## src/rtl/uart_tx_arbiter.sv

```systemverilog
// Round-robin, packet-locking arbiter that shares one UART sender between N_REQ byte streams.
// Optional build macro ARB_TIMEOUT_EN: release a lock whose owner stalls for TIMEOUT_CYCLES cycles.
//
// state  | meaning
// IDLE   | no owner; scan req_valid starting at ptr and lock the first one found
// LOCKED | grant owns the sender until it delivers a byte flagged last
module uart_tx_arbiter #(
    parameter int N_REQ          = 4,
    parameter int TIMEOUT_CYCLES = 65536
) (
    input  logic                     clk,
    input  logic                     rst,
    input  logic [N_REQ*8-1:0]       req_data,
    input  logic [N_REQ-1:0]         req_valid,
    input  logic [N_REQ-1:0]         req_last,
    output logic [N_REQ-1:0]         req_ready,
    output logic [7:0]               out_data,
    output logic                     out_valid,
    input  logic                     out_ready,
    output logic [$clog2(N_REQ)-1:0] grant,
    output logic                     busy,
    output logic                     timeout
);
    localparam int GW = $clog2(N_REQ);
    localparam logic [GW-1:0] LAST_IDX = GW'(N_REQ - 1);

    typedef enum logic {
        S_IDLE,
        S_LOCKED
    } state_t;

    state_t        state, state_nxt;
    logic [GW-1:0] ptr, ptr_nxt;
    logic [GW-1:0] grant_nxt, grant_inc;
    logic [GW-1:0] pick_idx;
    logic          pick_found;
    logic          xfer;
    logic          tmo_hit;
    logic [7:0]    req_byte [N_REQ];

    if (N_REQ < 2 || N_REQ > 8 || TIMEOUT_CYCLES < 2) begin : g_bad_params
        $error("uart_tx_arbiter: N_REQ must be 2..8 and TIMEOUT_CYCLES at least 2");
    end

    always_comb begin
        for (int i = 0; i < N_REQ; i++) begin
            req_byte[i] = req_data[i*8 +: 8];
        end
    end

    // Scan from the far end back toward ptr so the closest valid index wins.
    always_comb begin
        logic [GW-1:0] j;
        pick_found = 1'b0;
        pick_idx   = '0;
        j          = '0;
        for (int i = N_REQ - 1; i >= 0; i--) begin
            j = GW'((int'(ptr) + i) % N_REQ);
            if (req_valid[j]) begin
                pick_found = 1'b1;
                pick_idx   = j;
            end
        end
    end

    assign grant_inc = (grant == LAST_IDX) ? '0 : grant + GW'(1);
    assign busy      = (state == S_LOCKED);
    assign xfer      = busy && req_valid[grant] && out_ready;

`ifdef ARB_TIMEOUT_EN
    localparam int TW = $clog2(TIMEOUT_CYCLES + 1);
    localparam logic [TW-1:0] TMO_LOAD = TW'(TIMEOUT_CYCLES);

    logic [TW-1:0] tmo_cnt;

    // Counts down stalled owner cycles; any cycle with the owner valid reloads it.
    always_ff @(posedge clk) begin
        if (rst || !busy || req_valid[grant]) begin
            tmo_cnt <= TMO_LOAD;
        end else if (tmo_cnt != '0) begin
            tmo_cnt <= tmo_cnt - TW'(1);
        end
    end

    assign tmo_hit = busy && (tmo_cnt == '0) && !xfer;
`else
    assign tmo_hit = 1'b0;
`endif

    always_ff @(posedge clk) begin
        if (rst) begin
            state <= S_IDLE;
            ptr   <= '0;
            grant <= '0;
        end else begin
            state <= state_nxt;
            ptr   <= ptr_nxt;
            grant <= grant_nxt;
        end
    end

    always_comb begin
        state_nxt = state;
        ptr_nxt   = ptr;
        grant_nxt = grant;
        out_data  = '0;
        out_valid = 1'b0;
        req_ready = '0;
        timeout   = 1'b0;
        case (state)
            S_IDLE: begin
                if (pick_found) begin
                    grant_nxt = pick_idx;
                    state_nxt = S_LOCKED;
                end
            end
            S_LOCKED: begin
                out_data         = req_byte[grant];
                out_valid        = req_valid[grant];
                req_ready[grant] = out_ready;
                if (xfer && req_last[grant]) begin
                    state_nxt = S_IDLE;
                    ptr_nxt   = grant_inc;
                end else if (tmo_hit) begin
                    state_nxt = S_IDLE;
                    ptr_nxt   = grant_inc;
                    timeout   = 1'b1;
                end
            end
            default: begin
                state_nxt = S_IDLE;
            end
        endcase
    end

endmodule
```

## config.mk

```make
export PLATFORM = sky130hd
export DESIGN_NAME = uart_tx_arbiter
export DESIGN_NICKNAME = d
export VERILOG_FILES = /design/src/rtl/uart_tx_arbiter.sv
export SDC_FILE = /design/constraint.sdc
export NUM_CORES = 1
export LEC_CHECK = 0
export ABC_CLOCK_PERIOD_IN_PS = 2050
export CAP_MARGIN = 10
export CORE_ASPECT_RATIO = 0.9
export CORE_MARGIN = 2
export CORE_UTILIZATION = 25
export CTS_CLUSTER_SIZE = 14
export DETAILED_ROUTE_END_ITERATION = 16
export PLACE_DENSITY = 0.76
export RECOVER_POWER = 25
export SLEW_MARGIN = 20
export SYNTH_ARGS = -nofsm -noshare
export SYNTH_HDL_FRONTEND = slang
export SYNTH_SLANG_ARGS = --single-unit
```

## constraint.sdc

```tcl
create_clock -name clk -period 2.05 [get_ports clk]
set_clock_uncertainty 0.05 [all_clocks]
set_input_delay 0.205 -clock clk [delete_from_list [all_inputs] [get_ports clk]]
set_output_delay 0.205 -clock clk [all_outputs]
set_load 0.01 [all_outputs]
```

==> summary.md, run 1 <==
| Metric | Value |
|---|---|
| Longest Clk Path Bufs | 2 |
| Final core occ | 0.507 |
| Post-DP HPWL | approximately 1900 µm |
| Finished Layout Cells | 165 |
| Max Freq | 0.518 GHz |
| Fillers | approximately 260 |
| First-pass GRT wire length | 3470 µm |
| Ys flop type | dfxtp_1 |
| Final hold viol count | 0 |
| Hold_buf cts | 0 |
| Cell row count | 18 |
| Routed wire length | 2310 µm |
| Final ANT Viol Nets | 0 |
| Vias per inst | 4.92 |
| Post-Synth Simple-Gate Area | 0.200 |
| Synth Area in Compound Gates | 0.167 |
| P&R area growth vs syn | 97.3% |
| # port buffers | 58 |
| Die area | between 3000 and 4000 µm² |
| Pin count of the biggest net entering global routing | 18 |
| Top cell type's share of synthesized area | 0.262 |
| Clock sinks | 5 |
| Core area | 2680 µm² |
| Vias in the first global route | between 700 and 800 |
| Asr flop ratio synth | 0 |
| Share of layout cells above drive strength 1 | 0.148 |
| Area contributors post-synth | mux4_2 26%, dfxtp_1 15%, and2_1 8.2% |
| Xor/xnor share of the synthesized area | 0 |
| Initial antenna violation count | 0 |
| Count leader, synth | and2_1 |
| Final setup viols | 0 |
| Worst EP arrival | about 1700 ps |
| Final Max Slew Viols | 0 |
| VDD IR max | about 150 µV |
| Setup TNS | 0 ps |
| Routed vias | 812 |
| Final hold slack | 510 ps |
| Ys Warns | 0 |
| # IOs | 60 |
| Register clock-pin slew on the reported worst setup and hold paths | roughly 50 ps |
| Setup Fix Bufs, Post-CTS | 0 |
| Syn nets | 116 |
| Nature of the critical path startpoint | flip-flop |
| Number of diodes | 0 |
| Final Cycle Share | 0.942 |
| Status | complete, no violations |
| Final critical-path required period | ~1900 ps |
| Adder-cell area share of the yosys netlist | 0.0727 |
| Post-synthesis mux area share | 0.351 |
| Post-cts resize count | 9 |
| Layout net count | 183 |
| Drt drc | 0 |
| Crit Path Category | flip-flop to primary output |
| Die Y | 53.8 µm |
| CTS tree | yes |
| Root Driver | clkbuf_4 |
| Main combinational cell family by area after synthesis | multiplexers |
| Netlist Area Pre-Place | 688 µm² |
| GP Congestion | 0.791 |
| DR pass1 iterations | 4 |
| Avg Inst Size Synth | 9.97 µm² |
| Sequential fraction of the synthesis area | 0.145 |
| Max_cap viols | 0 |
| CP Capture Type | primary output |
| RSZ-0062 raised after global routing | false |
| Synth top cells by count | 9 x and2_1, 8 x mux4_2, 5 x dfxtp_1, 5 x inv_1 |
| Placed Cells | 161 |
| Total GRT Usage | 0.147 |
| Critical Path RT | roughly 1800 ps |
| PwrDens | about 370 nW/µm² |
| Hold Path Class | flip-flop to flip-flop |
| CTS buffer count | 3 |
| Grt ovf | 0 |
| Worst Path Max Fanout | 17 |
| FF+latch count, synth | 5 |
| DR iter-0 viols | 35 |
| Yosys top cell by area | mux4_2 |
| EDFF count, synth | 0 |
| Die W | slightly below 60 µm |
| WL/cell | 14.0 µm |
| H-tree Lvls | 1 |
| Worst skew pair latency | about 260 ps |
| Starting Density | 0.257 |
| Lkg Pwr | 0.558 nW |
| Distinct cells, synth | 29 |
| Mapped Cells | 69 |
## path summary, 6_finish.rpt
| kind | from | end | slack (ps) | cells past startpoint |
|---|---|---|---|---|
| setup / recovery | grant[1] | req_ready[1] | 120 | 5 |
| hold / removal | ptr[0] | grant[0] | 510 | 2 |
| setup reg to reg | busy | ptr[0] | 400 | 4 |
| hold reg to reg | ptr[0] | grant[0] | 510 | 2 |
## flip-flops by register name, indices dropped and copies added, names as in the netlist
signal,cells
busy,1
ptr,2
grant,2
## cell families (layout without fill, tap and decap cells)
kind of cell | Yosys count | after routing
AO/OA/AOI/OAI | 14 | 14
adder cells (fa/ha/maj) | 4 | 4
buffers and inverters | 9 | 75
flip-flops | 5 | 5
multiplexers | 12 | 12
other | 1 | 1
AND/OR/NAND/NOR | 24 | 24
## report_power, final
| part | internal, mW | switching [mW] |
|---|---|---|
| registers | 0.104 | 0.0116 |
| clock network | 0.0743 | 0.0523 |
| logic | 0.171 | 0.0850 |
| total | 0.350 | 0.149 |
## layout by cell type (no fill, tap or decap), types with 4 or more instances in the layout
cell type,n
buf_4,4
inv_1,4
dfxtp_1,4
clkdlybuf4s50_1,48
and3_1,4
dlygate4sd2_1,8
mux4_2,8
a21oi_1,4
and2_1,9
ha_1,4
## per-stage QoR
stage	setup WS [ps]	power [mW]	area (µm²)
floorplan	342	0.226	688
global placement	43.5	0.390	1360
detailed placement	7.77	0.395	1360
CTS	1.78	0.512	1380
global route	8.92	0.531	1360
finish	119	0.499	1360
## area by class of cell
cell class / instances / area (µm²) / share of cell area
repair buffers: 66 / 646 / 0.476
flip-flops and latches: 5 / 101 / 0.0747
clock buffers: 4 / 26.3 / 0.0194
well taps: 30 / 37.5 / 0.0276
inverters: 5 / 18.8 / 0.0138
multi-input cells: 55 / 528 / 0.389
## worst max-delay path, cell delays in order (launching register included)
cell and delay (ps):
dfxtp_1 370, buf_8 180, inv_1 80, ha_1 170
and3_1 150, clkdlybuf4s50_1 470
## routing by layer
metal,up-vias,GRT usage,wire (µm)
met5,-,0,0
met4,0,0.0644,29
met3,3,0.0553,260
met2,48,0.264,1110
met1,368,0.153,915
li1,393,-,-
No activity file was read; power rests on OpenSTA's default activity.
==> inputs of run 2 (changes only) <==
--- a/config.mk
+++ b/config.mk
@@ -7,14 +7,14 @@
 export LEC_CHECK = 0
 export ABC_CLOCK_PERIOD_IN_PS = 2050
 export CAP_MARGIN = 10
+export CELL_PAD_IN_SITES_DETAIL_PLACEMENT = 1
+export CELL_PAD_IN_SITES_GLOBAL_PLACEMENT = 2
 export CORE_ASPECT_RATIO = 0.9
-export CORE_MARGIN = 2
-export CORE_UTILIZATION = 25
+export CORE_UTILIZATION = 16
 export CTS_CLUSTER_SIZE = 14
 export DETAILED_ROUTE_END_ITERATION = 16
-export PLACE_DENSITY = 0.76
+export PLACE_DENSITY = 0.89
 export RECOVER_POWER = 25
-export SLEW_MARGIN = 20
 export SYNTH_ARGS = -nofsm -noshare
 export SYNTH_HDL_FRONTEND = slang
 export SYNTH_SLANG_ARGS = --single-unit
==> run 2 against run 1 <==
Net effect:
- design area is 3.4% higher
- the flow now finishes with violations (DRC)
- utilization is 16 points lower
- critical endpoint is now req_ready[0]
- clock-buffer cell count stayed put
- total power is 12% higher
- clock power is 42% higher
- sequential power hardly changed
- critical path type unchanged
- largest power group unchanged
==> summary.md, run 2 (synthesis gave the netlist of run 1 again) <==
| Metric | Value |
|---|---|
| Placed Cells | 180 (+12%) |
| Nature of the critical path startpoint | flip-flop |
| Reg2reg start | busy |
| RSZ-0062 raised after global routing | false |
| CTS buffer count | 3 (unchanged) |
| Worst Path Max Fanout | 7 (-10) |
| Hold_buf cts | 0 (unchanged) |
| Finished Layout Cells | 184 (+12%) |
| Reg2reg setup slack | 400 ps (about the same) |
| CTS tree | yes |
| Clock share of power | 0.321 (+0.067) |
| Final core occ | 0.342 (-0.164) |
| Root Driver | clkbuf_8 |
| Register clock-pin slew on the reported worst setup and hold paths | 40 ps (about the same) |
| Post-route setup slack | 91.1 ps (-27.8 ps) |
| Failing checks | DRC |
| Final hold viol count | 0 (unchanged) |
| Routed vias | 849 (+4.6%) |
| Worst r2r dst | ptr[0] |
| Longest Clk Path Bufs | 2 (unchanged) |
| Final ANT Viol Nets | 0 (unchanged) |
| Critical Path RT | 1790 ps (about the same) |
| Pint | 410 µW (+17%) |
| P_sw | 149 µW (+0.24%) |
| Sw Ratio | 0.267 (-0.0318) |
| Initial antenna violation count | 0 (unchanged) |
| Logic pwr share | 0.471 (-0.042) |
| Total GRT Usage | 0.120 (-0.0269) |
| Final setup viols | 0 (unchanged) |
| Pin count of the biggest net entering global routing | 16 (-2) |
| Lkg Pwr | 0.577 nW (+3.3%) |
| VDD IR max | 162 µV (+9.4%) |
| Flop pwr share | 0.209 (-0.024) |
| Most frequent cells in the layout | 47 x clkdlybuf4s50_1, 9 x and2_1, 8 x mux4_2, 8 x dlygate4sd2_1, 7 x buf_4 |
| Vias in the first global route | 893 (+12%) |
| Share of layout cells above drive strength 1 | 0.162 (+0.0136) |
| Routed wire length | 2670 µm (+15%) |
| Starting Density | 0.168 (-0.0890) |
| PwrDens | 399 nW/µm² (+8.5%) |
| Drt drc | 10 (+10) |
| Fin area | 1400 µm² (+3.4%) |
| Max Freq | 0.510 GHz (-1.4%) |
| Commonest non-fill, non-tap cell in the layout | clkdlybuf4s50_1 |
| Hold Crit Depth | 2 (unchanged) |
| Grt ovf | 0 (unchanged) |
| Worst r2r path cells | 4 (unchanged) |
| Tot Pwr | 559 µW (+12%) |
| Worst skew pair latency | 220 ps (-40 ps) |
| Worst slack, placed | 11.1 ps (+3.36 ps) |
| Final Max Slew Viols | 0 (unchanged) |
| Cell row count | 22 (+4) |
| Placed inst area | 1390 µm² (+2.2%) |
| Slowest stage delay, CP | 530 ps (+60 ps) |
| Setup TNS | 0 ps (unchanged) |
| Hold Path Class | flip-flop to flip-flop |
| H-tree Lvls | 1 (unchanged) |
| Crit Path Category | flip-flop to primary output |
| Die Y | 64.2 µm (+19%) |
| Die area | 4570 µm² (+43%) |
| WL/cell | 14.5 µm (+3.5%) |
| Final Cycle Share | 0.956 (+0.0135) |
| Die W | 71.1 µm (+20%) |
| Layout net count | 184 (+0.55%) |
| Worst Setup SP | grant[0] |
| Final hold slack | 534 ps (+23.9 ps) |
| Slowest CP cell | clkdlybuf4s50_1 |
| Fillers | 463 (+79%) |
| # IOs | 60 (unchanged) |
| First-pass GRT wire length | 4220 µm (+22%) |
| P&R area growth vs syn | 104% |
| Worst setup path endpoint | req_ready[0] |
| Clock sinks | 5 (unchanged) |
| Vias per inst | 4.61 (-6.2%) |
| # port buffers | 58 (unchanged) |
| DR pass1 iterations | 10 (+6) |
| Post-DP HPWL | 2300 µm (+23%) |
| Setup Fix Bufs, Post-CTS | 0 (unchanged) |
| Final critical-path required period | 1960 ps (+27.8 ps) |
| Number of diodes | 0 (unchanged) |
| DR iter-0 viols | 24 (-31%) |
| Status | complete, but fails checks |
| CP Capture Type | primary output |
| Worst EP arrival | 1700 ps (+20 ps) |
| Core area | 4100 µm² (+53%) |
| Max_cap viols | 0 (unchanged) |
| GP Congestion | 0.811 (+2.5%) |
| Crit-path cells | buf_4 -> inv_1 -> ha_1 -> and3_1 -> clkdlybuf4s50_1 |
## run 2: changes by cell type in the layout (fill, tap and decap cells not counted)
cell,before,now
buf_4,4,7
inv_1,4,5
clkbuf_1,3,2
clkbuf_4,3,0
dfxtp_2,1,2
dlygate4sd3_1,1,2
clkbuf_8,0,3
buf_8,1,0
clkdlybuf4s50_1,48,47
dfxtp_1,4,3
inv_2,1,0
## run 2: worst min-delay path by stage
stage | start | end
2_1_floorplan | rst | grant[1]
3_3_place_gp | ptr[1] | ptr[1]
3_5_place_dp | ptr[1] | ptr[1]
4_1_cts | ptr[1] | ptr[1]
5_1_grt | ptr[1] | ptr[1]
6_report | ptr[1] | ptr[1]
## run 2: worst max-delay path: cells and delay by family (launching register included)
| family | cells | cell delay (ps) |
|---|---|---|
| and+or+nand+nor | 1 | 150 |
| buffers and inverters | 3 | 830 |
| adders and majority gates | 1 | 180 |
| DFF | 1 | 320 |
## run 2: timing repair
action | 4_1_cts | 5_1_grt
gates cloned | 0 | 0
resized for setup | 9 | 2
setup endpoints to repair | 8 | 1
## run 2: power groups by stage
stage                     combinational (mW)  sequential, mW  clock (mW)
after global placement                 0.279           0.118           0
after CTS                              0.277           0.117       0.184
after global routing                   0.282           0.119       0.195
after floorplan                        0.110           0.116           0
final                                  0.263           0.117       0.180
after detailed placement               0.288           0.118           0
## run 2: area by class of cell
cell class / count / area, µm² / share of cell area
inverters: 5 / 18.8 / 0.0134
clock buffers: 4 / 45.0 / 0.0321
repair buffers: 67 / 649 / 0.463
multi-input cells: 55 / 528 / 0.376
flip-flops and latches: 5 / 103 / 0.0731
well taps: 48 / 60.1 / 0.0428
## run 2: per-layer routing
metal	GRT usage	vias up	share of wire
li1	-	396	-
met1	0.106	402	0.35
met2	0.242	47	0.53
met3	0.0536	4	0.11
met4	0.0325	0	0.013
met5	0	-	0
